**src/rtl/param_fifo.sv**
```systemverilog
`default_nettype none
// ============================================================================
//  Module      : param_fifo
//  Description : Single-clock parameterised FIFO with registered or
//                first-word-fall-through read, threshold flags and
//                overflow/underflow pulses.
//  Revision    : 1.0 - initial release
// ============================================================================
module param_fifo #(
    parameter int DATA_WIDTH    = 8,
    parameter int DEPTH         = 16,
    parameter int AFULL_THRESH  = DEPTH - 2,
    parameter int AEMPTY_THRESH = 2,
    parameter int FWFT          = 0
) (
    input  logic                     clk,
    input  logic                     resetN,
    input  logic                     write_en,
    input  logic                     read_en,
    input  logic [DATA_WIDTH-1:0]    data_in,
    output logic [DATA_WIDTH-1:0]    data_out,
    output logic                     empty,
    output logic                     full,
    output logic                     almost_empty,
    output logic                     almost_full,
    output logic [$clog2(DEPTH):0]   count,
    output logic                     overflow,
    output logic                     underflow
);

    localparam int C_AW = $clog2(DEPTH);
    localparam int C_CW = C_AW + 1;
    localparam logic [C_AW-1:0] C_PTR_ONE = C_AW'(1);
    localparam logic [C_CW-1:0] C_CNT_ONE = C_CW'(1);
    localparam logic [C_CW-1:0] C_DEPTH   = C_CW'(DEPTH);
    localparam logic [C_CW-1:0] C_AFULL   = C_CW'(AFULL_THRESH);
    localparam logic [C_CW-1:0] C_AEMPTY  = C_CW'(AEMPTY_THRESH);

    logic [DATA_WIDTH-1:0] r_mem [DEPTH];
    logic [C_AW-1:0]       r_wr_ptr;
    logic [C_AW-1:0]       r_rd_ptr;
    logic [C_CW-1:0]       r_count;
    logic                  r_overflow;
    logic                  r_underflow;
    logic                  w_wr_acc;
    logic                  w_rd_acc;

    // Acceptance uses this cycle's flags, so a read never frees a slot for a
    // same-cycle write and a write never feeds a same-cycle read.
    assign w_wr_acc = write_en & ~full;
    assign w_rd_acc = read_en & ~empty;

    assign empty        = (r_count == '0);
    assign full         = (r_count == C_DEPTH);
    assign almost_empty = (r_count <= C_AEMPTY);
    assign almost_full  = (r_count >= C_AFULL);
    assign count        = r_count;
    assign overflow     = r_overflow;
    assign underflow    = r_underflow;

    always_ff @(posedge clk) begin
        if (resetN && w_wr_acc) begin
            r_mem[r_wr_ptr] <= data_in;
        end
    end

    always_ff @(posedge clk) begin
        if (!resetN) begin
            r_wr_ptr    <= '0;
            r_rd_ptr    <= '0;
            r_count     <= '0;
            r_overflow  <= 1'b0;
            r_underflow <= 1'b0;
        end else begin
            if (w_wr_acc) begin
                r_wr_ptr <= r_wr_ptr + C_PTR_ONE;
            end
            if (w_rd_acc) begin
                r_rd_ptr <= r_rd_ptr + C_PTR_ONE;
            end
            case ({w_wr_acc, w_rd_acc})
                2'b10:   r_count <= r_count + C_CNT_ONE;
                2'b01:   r_count <= r_count - C_CNT_ONE;
                default: r_count <= r_count;
            endcase
            r_overflow  <= write_en & full;
            r_underflow <= read_en & empty;
        end
    end

    generate
        if (FWFT != 0) begin : g_fwft
            assign data_out = r_mem[r_rd_ptr];
        end else begin : g_registered
            logic [DATA_WIDTH-1:0] r_data_out;
            always_ff @(posedge clk) begin
                if (!resetN) begin
                    r_data_out <= '0;
                end else if (w_rd_acc) begin
                    r_data_out <= r_mem[r_rd_ptr];
                end
            end
            assign data_out = r_data_out;
        end
    endgenerate

endmodule
`default_nettype wire

```
**config.mk**
```make
export PLATFORM = sky130hd
export DESIGN_NAME = param_fifo
export DESIGN_NICKNAME = d
export VERILOG_FILES = /design/src/rtl/param_fifo.sv
export SDC_FILE = /design/constraint.sdc
export NUM_CORES = 1
export LEC_CHECK = 0
export CAP_MARGIN = 0
export CORE_MARGIN = 5
export CORE_UTILIZATION = 59
export CTS_CLUSTER_DIAMETER = 120
export CTS_CLUSTER_SIZE = 20
export DETAILED_ROUTE_END_ITERATION = 16
export HOLD_SLACK_MARGIN = 0.08
export PLACE_DENSITY = 0.77
export SYNTH_ARGS = -nofsm -noshare
export SYNTH_HDL_FRONTEND = slang
export SYNTH_SLANG_ARGS = --single-unit
export TNS_END_PERCENT = 5
```
**constraint.sdc**
```tcl
create_clock -name clk -period 3.2 [get_ports clk]
set_clock_uncertainty 0.1 [all_clocks]
set_input_delay 0.48 -clock clk [delete_from_list [all_inputs] [get_ports clk]]
set_output_delay 0.48 -clock clk [all_outputs]
set_load 0.02 [all_outputs]
```
==> results of run 1 <==
sequential cells by signal, indices dropped and copies added (netlist names):
register and cells:
r_mem 128, data_out 8, count 5, r_rd_ptr 4, r_wr_ptr 4, overflow 1
underflow 1
path summary, 6_finish.rpt:
check,slack [ps],cells after the start,start,end
setup / recovery,440,11,count[0],count[4]
hold / removal,440,2,data_out[6],data_out[6]
setup reg to reg,440,11,count[0],count[4]
hold reg to reg,440,2,data_out[6],data_out[6]
area by class of cell:
type / instances / area (um2) / share of cell area (%)
Clock buffer: 17 / 414 / 5.81
Clock inverter: 15 / 141 / 1.98
Inverter: 9 / 33.8 / 0.474
Multi-Input combinational cell: 176 / 1590 / 22.4
Sequential cell: 151 / 4310 / 60.4
Tap cell: 136 / 170 / 2.39
Timing Repair Buffer: 52 / 465 / 6.53
power breakdown:
group	leakage (uW)	total, uW	internal [uW]	switching, uW
Sequential	0.00134	2400	2250	147
Clock	0.000269	1850	1050	800
Combinational	0.000736	1220	605	613
cell usage after synthesis, types with 7 or more instances:
master / number
dfxtp_1: 23
ha_1: 9
o21ai_0: 12
a21oi_1: 14
nand3_1: 7
nor2_1: 15
mux4_2: 24
a22oi_1: 8
mux2i_1: 18
inv_1: 9
edfxtp_1: 128
buf_2: 10
and2_1: 11
nand2_1: 10
cells by family (layout without fill, tap and decap cells):
group,count (synthesis),after routing
adder cells (fa/ha/maj),10,10
AND/OR/NAND/NOR,64,64
XOR/XNOR,9,9
flip-flops,151,151
AO/OA/AOI/OAI,51,51
buffers and inverters,28,93
multiplexers,42,42
stage by stage:
stage | hold WS, ps | cells | utilization [%] | power, uW | area [um2]
2_1_floorplan | 479 | 355 | - | 3220 | 6030
3_3_place_gp | 427 | 524 | 64.8 | 3630 | 6570
3_5_place_dp | 433 | 524 | 64.8 | 3670 | 6570
4_1_cts | 440 | 556 | 70.3 | 5510 | 7130
5_1_grt | 469 | 556 | 70.3 | 5700 | 7130
6_report | 443 | 556 | 70.3 | 5470 | 7130
critical path, delay by kind of cell (launching register included):
family	cells	cell delay, ps
AOI/OAI and AO/OA	2	220
adders and majority gates	2	630
buffers and inverters	2	170
DFF	1	390
muxes	1	130
and+or+nand+nor	4	1000
routing by layer:
layer | vias to the layer above | global-route usage (%) | part of all wire, % | wire (um)
li1 | 1492 | - | - | -
met1 | 1651 | 24.1 | 41 | 4730
met2 | 92 | 34.7 | 53 | 6170
met3 | 14 | 5.68 | 4.6 | 533
met4 | 0 | 5.35 | 1.5 | 170
met5 | - | 0 | 0 | 0
==> run_results.csv, run 1 <==
group,metric,value,unit
logic_synthesis,synthesis.nets,377,
worst_setup_path,required,3500,ps
logic_synthesis,synth.distinct_cells,35,
cts,clkLatencyLatePin,510,ps
global_routing,grt_pass1_vias,3401,
worst_setup_path,slowest_delay,410,ps
worst_setup_path,cp_max_fo,6,
logic_synthesis,synth_area_per_cell,17.0,um2
cells_and_area,layout_commonest_cell,"edfxtp_1",
worst_setup_path,cp.arrival,3060,ps
route,drc,0,
logic_synthesis,synth_compound_area_share,5.27,%
cts,post-cts-setup-buffer-count,0,
pwr,total_leakage_power,0.00235,uW
worst_setup_path,path_cells,"nor4_4, a21boi_2, inv_1, ha_1, inv_1, fa_1, nor2b_1, o21ai_0, nand3_1, or3b_1, mux2i_1",
placement,io_buffers,30,
sta,hold_viol,0,
global_routing,grt_use_total,19.8,%
sta,finalCritPeriodShare,86.3,%
logic_synthesis,yosys.area.top_type,"edfxtp_1",
logic_synthesis,synth_top_area_share,63.7,%
logic_synthesis,synth_area,0.00603,mm2
placement,gp_congestion,0.787,
cells_and_area,num_antenna_cells,0,
logic_synthesis,synth-seq-cells,151,
route,wl_per_cell,20.9,um
sta,drv_slew,0,
sta,finalSetupTns,0,ps
logic_synthesis,synthXorXnorAreaFrac,1.31,%
route,dr.first_iter.drc_count,260,
pwr,ir_drop,0.533,mV
outcome,outcome,"completed",
min_path,hold_path_class,"reg -> reg",
cells_and_area,area_delta_synth_final,18.2,%
worst_setup_path,crit_path_start_kind,"register",
global_routing,grt_pass1_wl,18.3,mm
global_routing,grt_max_degree,28,
route,drtPass1Iterations,4,
sta,relSlewSlack,46.5,%
pwr,p_per_area,767,mW/mm2
sta,clock.fmax,362,MHz
floorplanning,dieArea,0.0123,mm2
worst_setup_path,cpMostUsedCell,"inv_1",
worst_setup_path,worstSetupEndpointType,"register",
worst_setup_path,worstSetupPathType,"reg -> reg",
logic_synthesis,yosys-top-cells-area,"edfxtp_1, mux4_2, dfxtp_1, mux2i_1, ha_1",
logic_synthesis,synthAdderAreaFrac,2.20,%
cts,ctsHtreeMaxLevel,4,
route,drt-vias-per-instance,5.84,
cells_and_area,fill_cells,627,
floorplanning,io_pins,31,
logic_synthesis,synth.yosys.seq_area_share,71.4,%
sta,period_needed,2760,ps
placement,dp_hpwl,7.75,mm
cts,numCtsBuffers,17,
flow_run,maxCapViolations,0,
floorplanning,die_h,111,um
cts,clk_pin_slew,60,ps
floorplanning,coreArea,0.0101,mm2
sta,finalSetupViolCount,0,
cts,cts_root_buffer,"clkbuf_8",
logic_synthesis,synth-edff-count,128,
global_routing,antenna_found_initial,0,
cells_and_area,drive_gt1_share,19.5,%
cts,cts-resized-gates,0,
logic_synthesis,synth-simple-area-share,5.71,%
route,vias,3249,
placement,dp_slack,241,ps
sta,grt_setup_unrepaired,"false",
cts,holdBufCountCts,0,
cts,clock_sinks,151,
sta,fin_ws,437,ps
logic_synthesis,yosys_warnings,0,
logic_synthesis,async_flop_share,0,%
route,antenna_left,0,
global_routing,grt-ovfl-total,0,
logic_synthesis,muxShareOfSynthArea,12.0,%
cells_and_area,final_cell_mix,"edfxtp_1, clkdlybuf4s50_1, mux4_2, buf_4, dfxtp_1",
floorplanning,die_w,111,um
cts,clk_path_buf_depth,2,
sta,max_slew.worst_pin.slew,801,ps
route,drt_wl_total,11.6,mm
floorplanning,initial_utilization,59.5,%
cts,cts_tree,"built",
cells_and_area,fin_nets,429,
logic_synthesis,synth_top_family_by_area,"multiplexers",
floorplanning,num_rows,37,
logic_synthesis,ys.flop_type,"edfxtp_1",
logic_synthesis,syn_inst,355,
worst_setup_path,worst_path_max_delay_cell,"fa_1",
Note: power is estimated with default switching activity, not from simulation.
==> run 2: changes to the inputs <==
GPL_TIMING_DRIVEN = 1   (was default)
==> results of run 2 <==
The final DEF is identical to that of run 1; final timing and power are the same.
==> run 3: changes to the inputs <==
GPL_TIMING_DRIVEN = 0   (was 1)
==> run 3 against run 2 <==
Against the previous run:
- combinational power is 6% higher
- critical path depth is the same
- final area about the same
- largest cell class unchanged
- register-to-register slack worse by 140 ps
- clock power grew 8%
- non-clock buffer count shrank 4
- flip-flop and latch count is the same
- sequential share of layout area is 0.067 points lower
- fmax fell by 4.9%
==> run_results.csv, run 3 (synthesis gave the netlist of run 1 again) <==
group,metric,value,unit
outcome,outcome,"completed",
cts,cts-resized-gates,0,
worst_setup_path,required,3510,ps
floorplanning,coreArea,0.0101,mm2
global_routing,busiest_layer,"met2",
worst_setup_path,path_cells,"nor4_4, a21boi_2, buf_2, ha_1, inv_1, fa_1, nor2b_1, o21ai_0, nand3_1, or3b_1, mux2i_1",
floorplanning,initial_utilization,59.5,%
flow_run,maxCapViolations,0,
global_routing,grt.met3_usage,4.86,%
route,wl_per_cell,21.9,um
cells_and_area,num_antenna_cells,0,
cts,cts_tree,"built",
cts,clock_sinks,151,
worst_setup_path,slowest_delay,480,ps
cts,clkLatencyLatePin,520,ps
sta,hold_viol,0,
cells_and_area,area_delta_synth_final,18.2,%
route,drt_wl_total,12.1,mm
pwr,total_leakage_power,0.00236,uW
route,vias,3272,
sta,finalCritPeriodShare,90.8,%
sta,period_needed,2910,ps
worst_setup_path,crit_path_start_kind,"register",
placement,dp_hpwl,7.96,mm
global_routing,use_met1,26.7,%
route,dr.first_iter.drc_count,261,
sta,drv_slew,0,
floorplanning,num_rows,37,
global_routing,met2_usage,35.9,%
cells_and_area,final_cell_mix,"edfxtp_1, clkdlybuf4s50_1, mux4_2, dfxtp_1, clkbuf_16",
cells_and_area,layout_commonest_cell,"edfxtp_1",
worst_setup_path,worstRegToRegCells,11,
global_routing,antenna_found_initial,0,
cts,holdBufCountCts,0,
route,drt-vias-per-instance,5.93,
pwr,ir_drop,0.396,mV
floorplanning,die_h,111,um
route,antenna_left,0,
cts,numCtsBuffers,17,
global_routing,grt_use_total,21.0,%
cells_and_area,largest_register,"r_mem",
pwr,p_per_area,792,mW/mm2
route,drc,0,
worst_setup_path,cp.arrival,3220,ps
min_path,timing.hold.worst.start,"resetN",
cts,clk_pin_slew,60,ps
route,drtPass1Iterations,7,
placement,gp_congestion,0.800,
sta,clock.fmax,344,MHz
cts,cts_root_buffer,"clkbuf_8",
min_path,hold_path_class,"in -> reg",
global_routing,grt_max_degree,17,
placement,io_buffers,29,
global_routing,grt-ovfl-total,0,
floorplanning,die_w,111,um
cells_and_area,fin_nets,425,
worst_setup_path,cp_max_fo,10,
worst_setup_path,worstSetupEndpointType,"register",
floorplanning,io_pins,31,
sta,grt_setup_unrepaired,"false",
worst_setup_path,reg2reg_from,"count[0]",
cells_and_area,largest_reg_flops,128,
cells_and_area,postLayoutCoreUtil,70.3,%
min_path,whs_path_depth,3,
cells_and_area,drive_gt1_share,17.8,%
worst_setup_path,worstSetupPathType,"reg -> reg",
cts,clk_path_buf_depth,2,
sta,max_slew.worst_pin.slew,944,ps
worst_setup_path,worst_path_max_delay_cell,"dfxtp_1",
cts,ctsHtreeMaxLevel,4,
global_routing,grt_pass1_vias,3449,
sta,finalSetupTns,0,ps
cts,post-cts-setup-buffer-count,0,
global_routing,grt_pass1_wl,19.2,mm
sta,finalSetupViolCount,0,
floorplanning,dieArea,0.0123,mm2
worst_setup_path,crit_start,"count[0]",
sta,relSlewSlack,36.9,%
[run 3: cell count changes in the layout (fill, tap and decap cells not counted), sizes merged]
| cell | previous run | this run |
|---|---|---|
| buf | 22 | 13 |
| clkbuf | 17 | 31 |
| clkdlybuf4s50 | 30 | 29 |
| clkinvlp | 2 | 0 |
| inv | 16 | 10 |
[run 3: through the flow]
| step | cells | setup slack [ps] | instance area, um2 | hold WS [ps] | power (uW) |
|---|---|---|---|---|---|
| after floorplan | 355 | 491 | 6030 | 479 | 3220 |
| after global placement | 520 | -123 | 6490 | 417 | 3650 |
| after detailed placement | 520 | -146 | 6500 | 438 | 3690 |
| after CTS | 552 | 186 | 7110 | 284 | 5680 |
| after global routing | 552 | 81.8 | 7130 | 341 | 5890 |
| final | 552 | 294 | 7130 | 314 | 5650 |
[run 3: critical path, delay by kind of cell (launching register included)]
kind | cells | cell delay [ps]
and+or+nand+nor | 4 | 680
muxes | 1 | 120
AOI/OAI and AO/OA | 2 | 330
DFF | 1 | 480
adders and majority gates | 2 | 680
buffers and inverters | 2 | 380
[run 3: final timing paths]
path	end	slack [ps]
max	count[4]	290
min	data_out[1]	310
max reg2reg	count[4]	290
min reg2reg	count[4]	440
[run 3: power breakdown]
part           total [uW]  internal, uW  switching (uW)
clock                2000          1250             750
sequential           2360          2250             105
combinational        1290           609             685
[run 3: per-layer routing]
layer	share of wire (%)	up-vias
met2	52	149
met4	2.1	0
met3	6.4	21
li1	-	1487
met1	39	1615
met5	0	-
[run 3: final cells by class]
cell class | count | area, um2
buffer | 19 | 98.8
clock buffer | 25 | 539
clock inverter | 7 | 78.8
fill | 621 | 3010
inverter | 9 | 33.8
multi-input combinational | 176 | 1610
sequential | 151 | 4300
tap | 136 | 170
timing repair buffer | 29 | 290
